<file path="config.mk">
export PLATFORM = sky130hd
export DESIGN_NAME = mem_seq_flat
export DESIGN_NICKNAME = d
export VERILOG_FILES = /design/src/rtl/mem_seq_if.sv /design/src/rtl/mem_seq.sv /design/src/flat_wrapper.sv
export SDC_FILE = /design/constraint.sdc
export NUM_CORES = 1
export LEC_CHECK = 0
export ABC_CLOCK_PERIOD_IN_PS = 4300
export BUFFER_PORTS_ARGS = -buffer_cell sky130_fd_sc_hd__clkbuf_2
export CORE_UTILIZATION = 59
export DETAILED_ROUTE_END_ITERATION = 16
export PLACE_DENSITY = 0.84
export REMOVE_ABC_BUFFERS = 1
export SYNTH_ARGS = -nofsm -noshare
export SYNTH_HDL_FRONTEND = slang
export SYNTH_SLANG_ARGS = --single-unit
export TNS_END_PERCENT = 30
</file>
<file path="constraint.sdc">
create_clock -name clk -period 4.3 [get_ports clk]
set_input_delay 0.86 -clock clk [delete_from_list [all_inputs] [get_ports clk]]
set_output_delay 0.86 -clock clk [all_outputs]
set_load 0.03 [all_outputs]
</file>
<file path="src/rtl/mem_seq_if.sv">
// ============================================================================
// Module : mem_seq_if
// Brief  : Request/response and byte-RAM bus bundle for mem_seq.
//          MEM_SEQ_SEXT_EN adds the sext request bit.
// Rev    : 1.0  initial release
// ============================================================================
`default_nettype none

interface mem_seq_if #(
  parameter int DW = 64,
  parameter int AW = 16,
  parameter int SW = 4
);
  logic          start;
  logic          wr;
  logic [SW-1:0] size;
  logic [AW-1:0] addr;
  logic [DW-1:0] wdata;
`ifdef MEM_SEQ_SEXT_EN
  logic          sext;
`endif
  logic          busy;
  logic          done;
  logic          err;
  logic [DW-1:0] rdata;
  logic [AW-1:0] mem_addr;
  logic          mem_we;
  logic [7:0]    mem_wdata;
  logic [7:0]    mem_rdata;

  // Environment side: requester plus the byte RAM.
  modport master (
`ifdef MEM_SEQ_SEXT_EN
    output sext,
`endif
    output start, wr, size, addr, wdata, mem_rdata,
    input  busy, done, err, rdata, mem_addr, mem_we, mem_wdata
  );

  // Sequencer side.
  modport slave (
`ifdef MEM_SEQ_SEXT_EN
    input  sext,
`endif
    input  start, wr, size, addr, wdata, mem_rdata,
    output busy, done, err, rdata, mem_addr, mem_we, mem_wdata
  );
endinterface

`default_nettype wire

</file>
<file path="src/rtl/mem_seq.sv">
// ============================================================================
// Module : mem_seq
// Brief  : Moves a DW-bit word to/from a byte-wide sync RAM as 1..NB
//          little-endian byte accesses. Optional macro: MEM_SEQ_SEXT_EN.
// Rev    : 1.0  initial release
// ============================================================================
`default_nettype none

module mem_seq #(
  parameter int DW = 64,
  parameter int AW = 16,
  parameter int SW = 4
) (
  input  wire logic clk,
  input  wire logic rst,
  mem_seq_if.slave  bus
);

  localparam int c_NB = DW / 8;

  typedef enum logic [1:0] {
    S_IDLE = 2'd0,
    S_ACC  = 2'd1,
    S_TAIL = 2'd2,
    S_DONE = 2'd3
  } state_t;

  state_t        state_q;
  logic          wr_q;
  logic [SW-1:0] size_q;
  logic [SW-1:0] k_q;
  logic [SW-1:0] cap_k_q;
  logic          cap_vld_q;
  logic [DW-1:0] wdata_q;
  logic [DW-1:0] buf_q;
  logic [DW-1:0] rdata_q;
  logic [AW-1:0] mem_addr_q;
  logic          mem_we_q;
  logic [7:0]    mem_wdata_q;
  logic          busy_q;
  logic          done_q;
  logic          err_q;
`ifdef MEM_SEQ_SEXT_EN
  logic          sext_q;
`endif

  logic          w_size_ok;
  logic [DW-1:0] buf_d;
  logic [DW-1:0] rdata_d;
  logic [7:0]    w_fill;

  assign w_size_ok = (bus.size != '0) && (bus.size <= SW'(c_NB));

  // The RAM returns the byte one cycle after its address, so capture lags k by one.
  always_comb begin
    buf_d = buf_q;
    if (cap_vld_q) begin
      buf_d[{cap_k_q, 3'b000} +: 8] = bus.mem_rdata;
    end
  end

  always_comb begin
    w_fill = 8'h00;
`ifdef MEM_SEQ_SEXT_EN
    if (sext_q && buf_d[{size_q - SW'(1), 3'b111}]) begin
      w_fill = 8'hFF;
    end
`endif
    rdata_d = buf_d;
    for (int i = 0; i < c_NB; i++) begin
      if (i >= int'(size_q)) begin
        rdata_d[i*8 +: 8] = w_fill;
      end
    end
  end

  always_ff @(posedge clk) begin
    if (rst) begin
      state_q     <= S_IDLE;
      wr_q        <= 1'b0;
      size_q      <= '0;
      k_q         <= '0;
      cap_k_q     <= '0;
      cap_vld_q   <= 1'b0;
      wdata_q     <= '0;
      buf_q       <= '0;
      rdata_q     <= '0;
      mem_addr_q  <= '0;
      mem_we_q    <= 1'b0;
      mem_wdata_q <= 8'h00;
      busy_q      <= 1'b0;
      done_q      <= 1'b0;
      err_q       <= 1'b0;
`ifdef MEM_SEQ_SEXT_EN
      sext_q      <= 1'b0;
`endif
    end else begin
      done_q    <= 1'b0;
      err_q     <= 1'b0;
      cap_vld_q <= (state_q == S_ACC) && !wr_q;
      cap_k_q   <= k_q;
      buf_q     <= buf_d;

      case (state_q)
        S_IDLE: begin
          if (bus.start) begin
            if (w_size_ok) begin
              state_q     <= S_ACC;
              busy_q      <= 1'b1;
              wr_q        <= bus.wr;
              size_q      <= bus.size;
              k_q         <= '0;
              mem_addr_q  <= bus.addr;
              mem_we_q    <= bus.wr;
              mem_wdata_q <= bus.wdata[7:0];
              wdata_q     <= bus.wdata >> 8;
`ifdef MEM_SEQ_SEXT_EN
              sext_q      <= bus.sext;
`endif
            end else begin
              err_q <= 1'b1;
            end
          end
        end

        S_ACC: begin
          if (k_q == size_q - SW'(1)) begin
            mem_we_q <= 1'b0;
            if (wr_q) begin
              state_q <= S_DONE;
              done_q  <= 1'b1;
            end else begin
              state_q <= S_TAIL;
            end
          end else begin
            k_q         <= k_q + SW'(1);
            mem_addr_q  <= mem_addr_q + AW'(1);
            mem_wdata_q <= wdata_q[7:0];
            wdata_q     <= wdata_q >> 8;
          end
        end

        S_TAIL: begin
          rdata_q <= rdata_d;
          done_q  <= 1'b1;
          state_q <= S_DONE;
        end

        S_DONE: begin
          busy_q  <= 1'b0;
          state_q <= S_IDLE;
        end

        default: begin
          state_q <= S_IDLE;
        end
      endcase
    end
  end

  assign bus.busy      = busy_q;
  assign bus.done      = done_q;
  assign bus.err       = err_q;
  assign bus.rdata     = rdata_q;
  assign bus.mem_addr  = mem_addr_q;
  assign bus.mem_we    = mem_we_q;
  assign bus.mem_wdata = mem_wdata_q;

endmodule

`default_nettype wire

</file>
<file path="src/flat_wrapper.sv">
// flat-port wrapper written by rule: the top's interface ports become plain ports
module mem_seq_flat 
#(
  parameter int DW = 64,
  parameter int AW = 16,
  parameter int SW = 4
)
  (clk, rst, bus_start, bus_wr, bus_size, bus_addr, bus_wdata, bus_mem_rdata, bus_busy, bus_done, bus_err, bus_rdata, bus_mem_addr, bus_mem_we, bus_mem_wdata);
  mem_seq_if #(.DW(DW), .AW(AW), .SW(SW)) bus_i ();
  input  wire logic clk;
  input  wire logic rst;
  input wire logic [$bits(bus_i.start)-1:0] bus_start;
  input wire logic [$bits(bus_i.wr)-1:0] bus_wr;
  input wire logic [$bits(bus_i.size)-1:0] bus_size;
  input wire logic [$bits(bus_i.addr)-1:0] bus_addr;
  input wire logic [$bits(bus_i.wdata)-1:0] bus_wdata;
  input wire logic [$bits(bus_i.mem_rdata)-1:0] bus_mem_rdata;
  output wire logic [$bits(bus_i.busy)-1:0] bus_busy;
  output wire logic [$bits(bus_i.done)-1:0] bus_done;
  output wire logic [$bits(bus_i.err)-1:0] bus_err;
  output wire logic [$bits(bus_i.rdata)-1:0] bus_rdata;
  output wire logic [$bits(bus_i.mem_addr)-1:0] bus_mem_addr;
  output wire logic [$bits(bus_i.mem_we)-1:0] bus_mem_we;
  output wire logic [$bits(bus_i.mem_wdata)-1:0] bus_mem_wdata;
  assign bus_i.start = bus_start;
  assign bus_i.wr = bus_wr;
  assign bus_i.size = bus_size;
  assign bus_i.addr = bus_addr;
  assign bus_i.wdata = bus_wdata;
  assign bus_i.mem_rdata = bus_mem_rdata;
  assign bus_busy = bus_i.busy;
  assign bus_done = bus_i.done;
  assign bus_err = bus_i.err;
  assign bus_rdata = bus_i.rdata;
  assign bus_mem_addr = bus_i.mem_addr;
  assign bus_mem_we = bus_i.mem_we;
  assign bus_mem_wdata = bus_i.mem_wdata;
  mem_seq #(.DW(DW), .AW(AW), .SW(SW)) u_core (.clk(clk), .rst(rst), .bus(bus_i));
endmodule
</file>
---- After elaboration in Yosys (flattened, before gate mapping) ----
Index checks and enable logic that the tools add are counted.
operators by class
  bitwise gates (word level) .............. 2
  shifts and indexed selects .............. 2
  add/sub/neg operators ................... 4
  $lt $le $gt $ge ......................... 9
  mux-type cells .......................... 42
  reduce and logical (&&, ||, !) cells .... 13
  equality and inequality tests ........... 8
operators with widths
  operator                                                                            number
  64-bit two-way mux                                                                  4
  64-bit one-hot mux with 2 select lines                                              1
  8-bit two-way mux                                                                   11
  64-bit bitwise mux                                                                  1
  8-bit by 9-bit variable shift with 64-bit output, first input constant              1
  8-bit by 9-bit variable part select with 64-bit output                              1
  16-bit two-way mux                                                                  3
  16-bit one-hot mux with 2 select lines                                              1
  16-bit by 1-bit adder with 16-bit output, second input constant                     1
  3-bit by 4-bit greater-or-equal comparator with 1-bit output, first input constant  4
  8-bit one-hot mux with 2 select lines                                               1
  4-bit two-way mux                                                                   3
  1-bit two-way mux                                                                   9
  7-bit negation with 9-bit output                                                    1
  3-bit AND reduction                                                                 3
  1-bit by 4-bit greater-or-equal comparator with 1-bit output, first input constant  2
  2-bit by 4-bit greater-or-equal comparator with 1-bit output, first input constant  2
  2-bit one-hot mux with 4 select lines                                               1
  4-bit one-hot mux with 2 select lines                                               1
  4-bit AND reduction                                                                 2
  2-bit two-way mux                                                                   3
  2-bit inequality test, second input constant                                        3
  1-bit one-hot mux with 2 select lines                                               3
  4-bit by 1-bit adder with 4-bit output, second input constant                       1
  other kinds (13)                                                                    17
storage, ports and cells
  word-level logic and storage cells ...... 95
  register bits after elaboration ......... 236
  output and inout port bits .............. 92

---- Depth between registers and ports, before layout ----
Gate-level depths: netlist of run 1.
  depth in word-level cells ............... 5
  depth in mapped cells ................... 10
  depth with buffers taken out ............ 8

---- Worst setup path before layout of run 1 ----
OpenSTA, ideal clock, no wires.
  path type ............................... input to register
  from .................................... in bus_size[0]
  to ...................................... reg u_core.k_q[0]
  slack ................................... 1.907 ns
  cell stages on the path ................. 8
  arrival ................................. 2.326 ns
  cells stage by stage .................... or4_1 > buf_2 > and3_1 > buf_6 > o22ai_4 > buf_6 > nand2_1 > a21oi_2
on the way
  cells in the longest elaborated chain, start to end .. 4
  elaborated cells on any way between the ends .. 5
ends and longest elaborated chain
  item                                                                  RTL line            RTL
  start: declaration                                                    flat_wrapper.sv:14  input wire logic [$bits(bus_i.size)-1:0] bus_size;
  4-bit less-or-equal comparator or 4-bit nonzero test (tied branches)  mem_seq.sv:52       assign w_size_ok = (bus.size != '0) && (bus.size <= SW'(c_NB));
  1-bit logical AND *                                                   mem_seq.sv:52
  2-bit by 1-bit inequality test with 1-bit output (no line) *          -
  4-bit AND reduction (no line) *                                       -
  end signal: assignment                                                mem_seq.sv:136      k_q <= k_q + SW'(1);
  end: declaration                                                      mem_seq.sv:31       logic [SW-1:0] k_q;
Mark *: on every way between the ends. The rest lies on a longest branch, timed or not.
A chain may end at the register's enable or synchronous reset.

---- Worst setup path after layout of run 1 ----
  from .................................... reg u_core.cap_k_q[0]
  to ...................................... reg u_core.rdata_q[34], in the netlist u_core.bus.rdata[34]
on the way
  cells in the longest elaborated chain, start to end .. 5
  elaborated cells on any way between the ends .. 6
ends and longest elaborated chain
  item                                                                                                                        RTL line        RTL
  start: declaration                                                                                                          mem_seq.sv:32   logic [SW-1:0] cap_k_q;
  start signal: assignment                                                                                                    mem_seq.sv:101  cap_k_q <= k_q;
  7-bit negation with 9-bit output *                                                                                          mem_seq.sv:58   buf_d[{cap_k_q, 3'b000} +: 8] = bus.mem_rdata;
  8-bit by 9-bit variable part select with 64-bit output or 8-bit by 9-bit variable shift with 64-bit output (tied branches)  mem_seq.sv:58
  64-bit bitwise mux *                                                                                                        mem_seq.sv:58
  64-bit two-way mux *                                                                                                        mem_seq.sv:57   if (cap_vld_q) begin
  8-bit two-way mux *                                                                                                         mem_seq.sv:71   if (i >= int'(size_q)) begin
  end signal: assignment                                                                                                      mem_seq.sv:144  rdata_q <= rdata_d;
  end: declaration                                                                                                            mem_seq.sv:36   logic [DW-1:0] rdata_q;
Marked as above.

==> results.ini, run 1 <==
[finish]
syn_to_final_growth_pct = 19.0
fillers = 1149
ff_latch_area_mm2 = 0.00456
multi_input_area_mm2 = 0.00432
antenna_cells = 0
mostFrequentLayoutCell = dfxtp_1
drive_above_1_share = 0.210
fin_util = 0.720
fin_nets = 1249
final_cell_mix = dfxtp_1, clkbuf_2, nor2_1

[floorplanning]
die_h_um = 127
ioPinCount = 188
core_mm2 = 0.0152
initial_utilization = 0.605
dieArea_mm2 = 0.0161
die_width_um = 127
rows = 45

[grt]
grt_pass1_vias = 7205
gr-total-overflow = 0
grtUsageMet1 = 0.352
busiest_layer = met2
grt_usage = 0.269
antenna_found_initial = 0
met2_usage = 0.462
grt_pass1_wl_um = 35400
grt_max_degree = 121
grt_util_met3 = 0.0430

[timing]
rsz0062_at_grt = false
slew_headroom = 0.280
finalClockSkew_ps = 24.3
finalCritPeriodShare = 0.663
fin_ws_ps = 1450
period_minus_slack_ps = 2850
drv_slew = 0
fmax_ghz = 0.351
setup_viol = 0
worst_pin_slew_ps = 1070
finalHoldViolCount = 0

[synthesis]
synth-seq-cells = 228
synthFlopType = dfxtp_1
syn_area_mm2 = 0.00920
async_flop_share = 0
synth_edf_count = 0
yosysSeqAreaShare = 0.496
ys_warn_count = 0
synth_area_per_cell_um2 = 9.35
synthCells = 984
yosys.cell_types.count = 51

[routing]
drt_iter0_drc = 470
wl_um = 21700
viasPerCell = 5.73
vias = 7697
ant_nets = 0
first_pass_iters = 5
wl_per_cell_um = 16.1
drc = 0

[place]
gp_congestion = 0.883
hpwlAfterDp_um = 14400
io_buffers = 187
place_ws_ps = 1090

[setup_path]
rr_startpoint = u_core.cap_k_q[0]
endpoint_kind = flip-flop
start_kind = flip-flop
regToRegEndpoint = u_core.bus.rdata[34]
path_class = flip-flop to flip-flop
reg2reg_depth = 9
regToRegSetupSlack_ps = 1450
arrival_ps = 3250
critPathRequiredTime_ps = 4700
crit_path_max_fanout = 14

[clock_tree]
cts_sinks = 228
cts_buffers = 24
hold_buffers = 0
cts_tree = yes
cts.clk_slew.worst_paths_ps = 60
cts_buffer_depth = 3
cts_root_buf = clkbuf_16
post_cts_buffers = 0
clk_latency_ps = 520
post_cts_resized = 0
cts_max_level = 1

[pwr]
p_leak_uw = 0.00469
p_per_area_mw_per_mm2 = 466
peakVddDrop_uv = 359

[run_status]
status = complete, no violations

[run]
max_cap_viol_count = 0

[worst_hold_path]
min_path_type = flip-flop to flip-flop
min_path_cells = 2
hold_path.startpoint = u_core.bus.rdata[24]
hold_path_end = u_core.bus.rdata[24]

## worst max path at each step
stage | startpoint | end | slack, ps | cells past startpoint
finish | u_core.cap_k_q[0] | u_core.bus.rdata[34] | 1450 | 9
CTS | u_core.state_q[1] | u_core.bus.mem_addr[15] | 1540 | 8
global placement | bus_size[0] | u_core.bus.mem_addr[13] | 1180 | 7
floorplan | u_core.state_q[1] | u_core.bus.mem_addr[10] | -4830 | 7
global route | u_core.state_q[1] | u_core.bus.mem_addr[13] | 1200 | 8
detailed placement | bus_size[0] | u_core.bus.mem_addr[15] | 1090 | 7
## kinds of logic (layout without fill, tap and decap cells)
kind of cell	after synthesis	count (layout)	synth area share
simple gates	319	319	0.155
mux	116	116	0.126
flops	228	228	0.496
xor+xnor	8	8	0.00925
fa+ha+maj	13	13	0.0177
compound gates	221	221	0.158
buf+inv	79	250	0.0385
## synthesized netlist by cell type (5+ instances only)
master,count,area [um^2]
clkbuf_1,41,154
dfxtp_1,228,4560
a22o_1,17,149
buf_2,16,80.1
nand4_1,15,93.8
o211ai_1,5,37.5
and2_1,10,62.6
nand2_1,83,312
inv_1,16,60.1
o21ai_0,78,390
and3_1,10,62.6
ha_1,13,163
nand3_1,9,45.0
nor3_1,11,55.1
a21oi_1,24,120
a211oi_1,61,458
mux2i_1,116,1160
buf_6,5,56.3
a22oi_1,10,75.1
nor2_1,144,541
nor2b_1,18,113
## layout make-up
class | count | area share
Clock buffer | 33 | 0.0616
Clock inverter | 8 | 0.00823
Inverter | 17 | 0.00583
Multi-Input combinational cell | 677 | 0.394
Sequential cell | 228 | 0.417
Tap cell | 188 | 0.0215
Timing Repair Buffer | 192 | 0.0915
## metal layers
metal  routed length (um)  vias up
li1                     -     3792
met3                 1230       37
met1                 9460     3633
met2                10500      235
met5                    0        -
met4                  452        0
## flip-flops by register name, summed over array words and instances (netlist names), 2 cells and up
register	count
u_core.wdata_q	56
u_core.bus.mem_addr	16
u_core.size_q	4
u_core.cap_k_q	4
u_core.buf_q	64
u_core.bus.rdata	64
u_core.bus.mem_wdata	8
u_core.state_q	2
u_core.k_q	4
## through the flow
step	cell area [um^2]	cells	hold slack, ps	power (uW)	setup TNS (ps)
finish	10900	1343	450	5110	0
global route	10900	1343	476	5320	0
CTS	10900	1343	455	5130	0
detailed placement	10200	1302	442	3160	0
global placement	10200	1302	434	3130	0
floorplan	8910	922	435	2960	-332230
## report_power, final
group	internal [uW]	switching, uW
registers	2240	96.3
logic	295	484
clock network	1160	826
total	3700	1410
## worst max-delay path, stage by stage (launching register included)
cell,delay (ps)
dfxtp_1,610
inv_1,190
ha_1,320
nor2_1,200
a21boi_0,110
o32ai_1,330
buf_4,270
and3_1,300
o21ai_0,170
a22o_1,240
No activity file was read; power rests on OpenSTA's default activity.
==> run 2, diff against run 1 <==
--- a/config.mk
+++ b/config.mk
@@ -5,11 +5,11 @@
 export SDC_FILE = /design/constraint.sdc
 export NUM_CORES = 1
 export LEC_CHECK = 0
-export ABC_CLOCK_PERIOD_IN_PS = 4300
+export ABC_CLOCK_PERIOD_IN_PS = 2950
 export BUFFER_PORTS_ARGS = -buffer_cell sky130_fd_sc_hd__clkbuf_2
-export CORE_UTILIZATION = 59
+export CORE_UTILIZATION = 55
 export DETAILED_ROUTE_END_ITERATION = 16
-export PLACE_DENSITY = 0.84
+export PLACE_DENSITY = 0.79
 export REMOVE_ABC_BUFFERS = 1
 export SYNTH_ARGS = -nofsm -noshare
 export SYNTH_HDL_FRONTEND = slang
==> constraint.sdc (replaced) <==
create_clock -name clk -period 2.95 [get_ports clk]
set_input_delay 0.59 -clock clk [delete_from_list [all_inputs] [get_ports clk]]
set_output_delay 0.59 -clock clk [all_outputs]
set_load 0.03 [all_outputs]
==> run 2 against run 1 <==
Compared with the run above: wire length rose by 0.36%; critical endpoint is now u_core.wdata_q[36]; hold slack got worse by 94 ps; final cell count rose by 3.1%; highest routed layer unchanged; sequential power rose by 45%; maximum frequency rose by 5.3%; die area rose by 7.2%; sequential share of layout area fell by 0.59 points; clock skew fell by 11 ps; utilization fell by 3.1 points; largest power group unchanged.
==> results.ini, run 2 (synthesis results as in run 1) <==
[run_status]
status = complete, no violations

[place]
hpwlAfterDp_um = 14400  ; -0.32%
place_area_mm2 = 0.0103  ; +1.2%
gp_congestion = 0.814  ; -7.8%
io_buffers = 187  ; unchanged

[setup_path]
critPathMaxStageDelay_ps = 540  ; -70 ps
regToRegEndpoint = u_core.wdata_q[36]
endpoint_kind = flip-flop
regToRegSetupSlack_ps = 240  ; -1210 ps
crit_start = u_core.state_q[1]
crit_path_max_fanout = 101  ; +87
start_kind = flip-flop
path_cells = inv_1, ha_1, and2_1, a31oi_1, a31oi_4, buf_12, nor2_1, a211oi_1
critPathRequiredTime_ps = 3350  ; -1350 ps
reg2reg_depth = 8  ; -1
path_class = flip-flop to flip-flop
crit_end = u_core.wdata_q[36]
arrival_ps = 3100  ; -150 ps
critPathSlowestCell = a31oi_4
rr_startpoint = u_core.state_q[1]

[pwr]
peakVddDrop_uv = 460  ; +28%
power_uw = 7540  ; +48%
p_leak_uw = 0.00476  ; +1.5%
p_per_area_mw_per_mm2 = 679  ; +46%

[finish]
fin_nets = 1261  ; +0.96%
mostFrequentLayoutCell = dfxtp_1
syn_to_final_growth_pct = 20.7
final_cell_mix = dfxtp_1, clkbuf_2, nor2_1
antenna_cells = 0  ; unchanged
design_area_mm2 = 0.0111  ; +1.4%
drive_above_1_share = 0.218  ; +0.00880

[floorplanning]
initial_utilization = 0.571  ; -0.0343
die_width_um = 131  ; +3.5%
ioPinCount = 188  ; unchanged
core_mm2 = 0.0161  ; +6.0%
die_h_um = 131  ; +3.5%
dieArea_mm2 = 0.0172  ; +7.2%
rows = 46  ; +2.2%

[routing]
drc = 0  ; unchanged
wl_per_cell_um = 15.7  ; -2.6%
vias = 7608  ; -1.2%
first_pass_iters = 5  ; unchanged
drt_iter0_drc = 506  ; +7.7%
ant_nets = 0  ; unchanged
viasPerCell = 5.50  ; -4.1%
wl_um = 21700  ; +0.36%

[run]
max_cap_viol_count = 0  ; unchanged

[clock_tree]
cts.clk_slew.worst_paths_ps = 60  ; about the same
clk_latency_ps = 500  ; -20 ps
cts_tree = yes
post_cts_resized = 0  ; unchanged
hold_buffers = 0  ; unchanged
cts_buffer_depth = 3  ; unchanged
cts_root_buf = clkbuf_16
cts_max_level = 1  ; unchanged
post_cts_buffers = 0  ; unchanged
cts_sinks = 228  ; unchanged
cts_buffers = 23  ; -4.2%

[timing]
finalHoldViolCount = 0  ; unchanged
period_minus_slack_ps = 2710  ; -144 ps
fmax_ghz = 0.369  ; +5.3%
rsz0062_at_grt = false
finalClockSkew_ps = 13.2  ; -11.1 ps
hold-worst-slack_ps = 356  ; -93.9 ps
drv_slew = 0  ; unchanged
worst_pin_slew_ps = 945  ; -125 ps
finalCritPeriodShare = 0.918  ; +0.254
setup_viol = 0  ; unchanged
slew_headroom = 0.365  ; +0.0847

[grt]
grt_usage = 0.245  ; -0.0242
grt_pass1_wl_um = 35100  ; -0.82%
gr-total-overflow = 0  ; unchanged
grt_max_degree = 102  ; -16%
grt_pass1_vias = 7182  ; -0.32%
antenna_found_initial = 0  ; unchanged

[worst_hold_path]
min_path_type = primary input to flip-flop

## run 2: changes by cell type in the layout (fill, tap and decap cells not counted), sizes merged
cell    change
bufinv      +2
buf        +12
a31oi       +1
clkinv      -3
clkbuf      +1
## run 2: final cells by class
| cell class | instances | area, um^2 |
|---|---|---|
| Fill cell | 1313 | 5010 |
| Sequential cell | 228 | 4560 |
| Multi-Input combinational cell | 678 | 4330 |
| Timing Repair Buffer | 204 | 1090 |
| Clock buffer | 34 | 667 |
| Tap cell | 216 | 270 |
| Clock inverter | 7 | 113 |
| Inverter | 17 | 63.8 |
## run 2: critical path: cells and delay by family, from the launching register on
kind	cells	cell delay (ps)
simple gates	2	330
fa+ha+maj	1	330
flops	1	350
buf+inv	2	550
compound gates	3	1000
## run 2: worst min-delay path by stage
stage / startpoint / endpoint / slack [ps] / cells past startpoint
2_1_floorplan: u_core.wr_q / u_core.cap_vld_q / 440 / 1
3_3_place_gp: u_core.bus.rdata[57] / u_core.bus.rdata[57] / 430 / 2
3_5_place_dp: u_core.bus.rdata[50] / u_core.bus.rdata[50] / 440 / 2
4_1_cts: bus_wdata[57] / u_core.wdata_q[49] / 340 / 3
5_1_grt: bus_wdata[60] / u_core.wdata_q[52] / 350 / 3
6_report: bus_wdata[57] / u_core.wdata_q[49] / 360 / 3
## run 2: through the flow
step,setup WS (ps),utilization,TNS [ps],instances
floorplan,-6180,-,-451340,922
global placement,306,0.639,0,1342
detailed placement,201,0.639,0,1342
CTS,175,0.688,0,1383
global route,93.2,0.689,0,1384
finish,243,0.689,0,1384
## run 2: power by group
part,internal (uW),total (uW),switching (uW)
Clock,1820,2960,1140
Sequential,3270,3400,134
Combinational,445,1180,730
Total,5540,7540,2000
## run 2: routing by layer
| metal | GRT usage | share of wire |
|---|---|---|
| met3 | 0.0370 | 0.053 |
| met5 | 0 | 0 |
| met4 | 0.0672 | 0.018 |
| met1 | 0.336 | 0.46 |
| met2 | 0.400 | 0.47 |
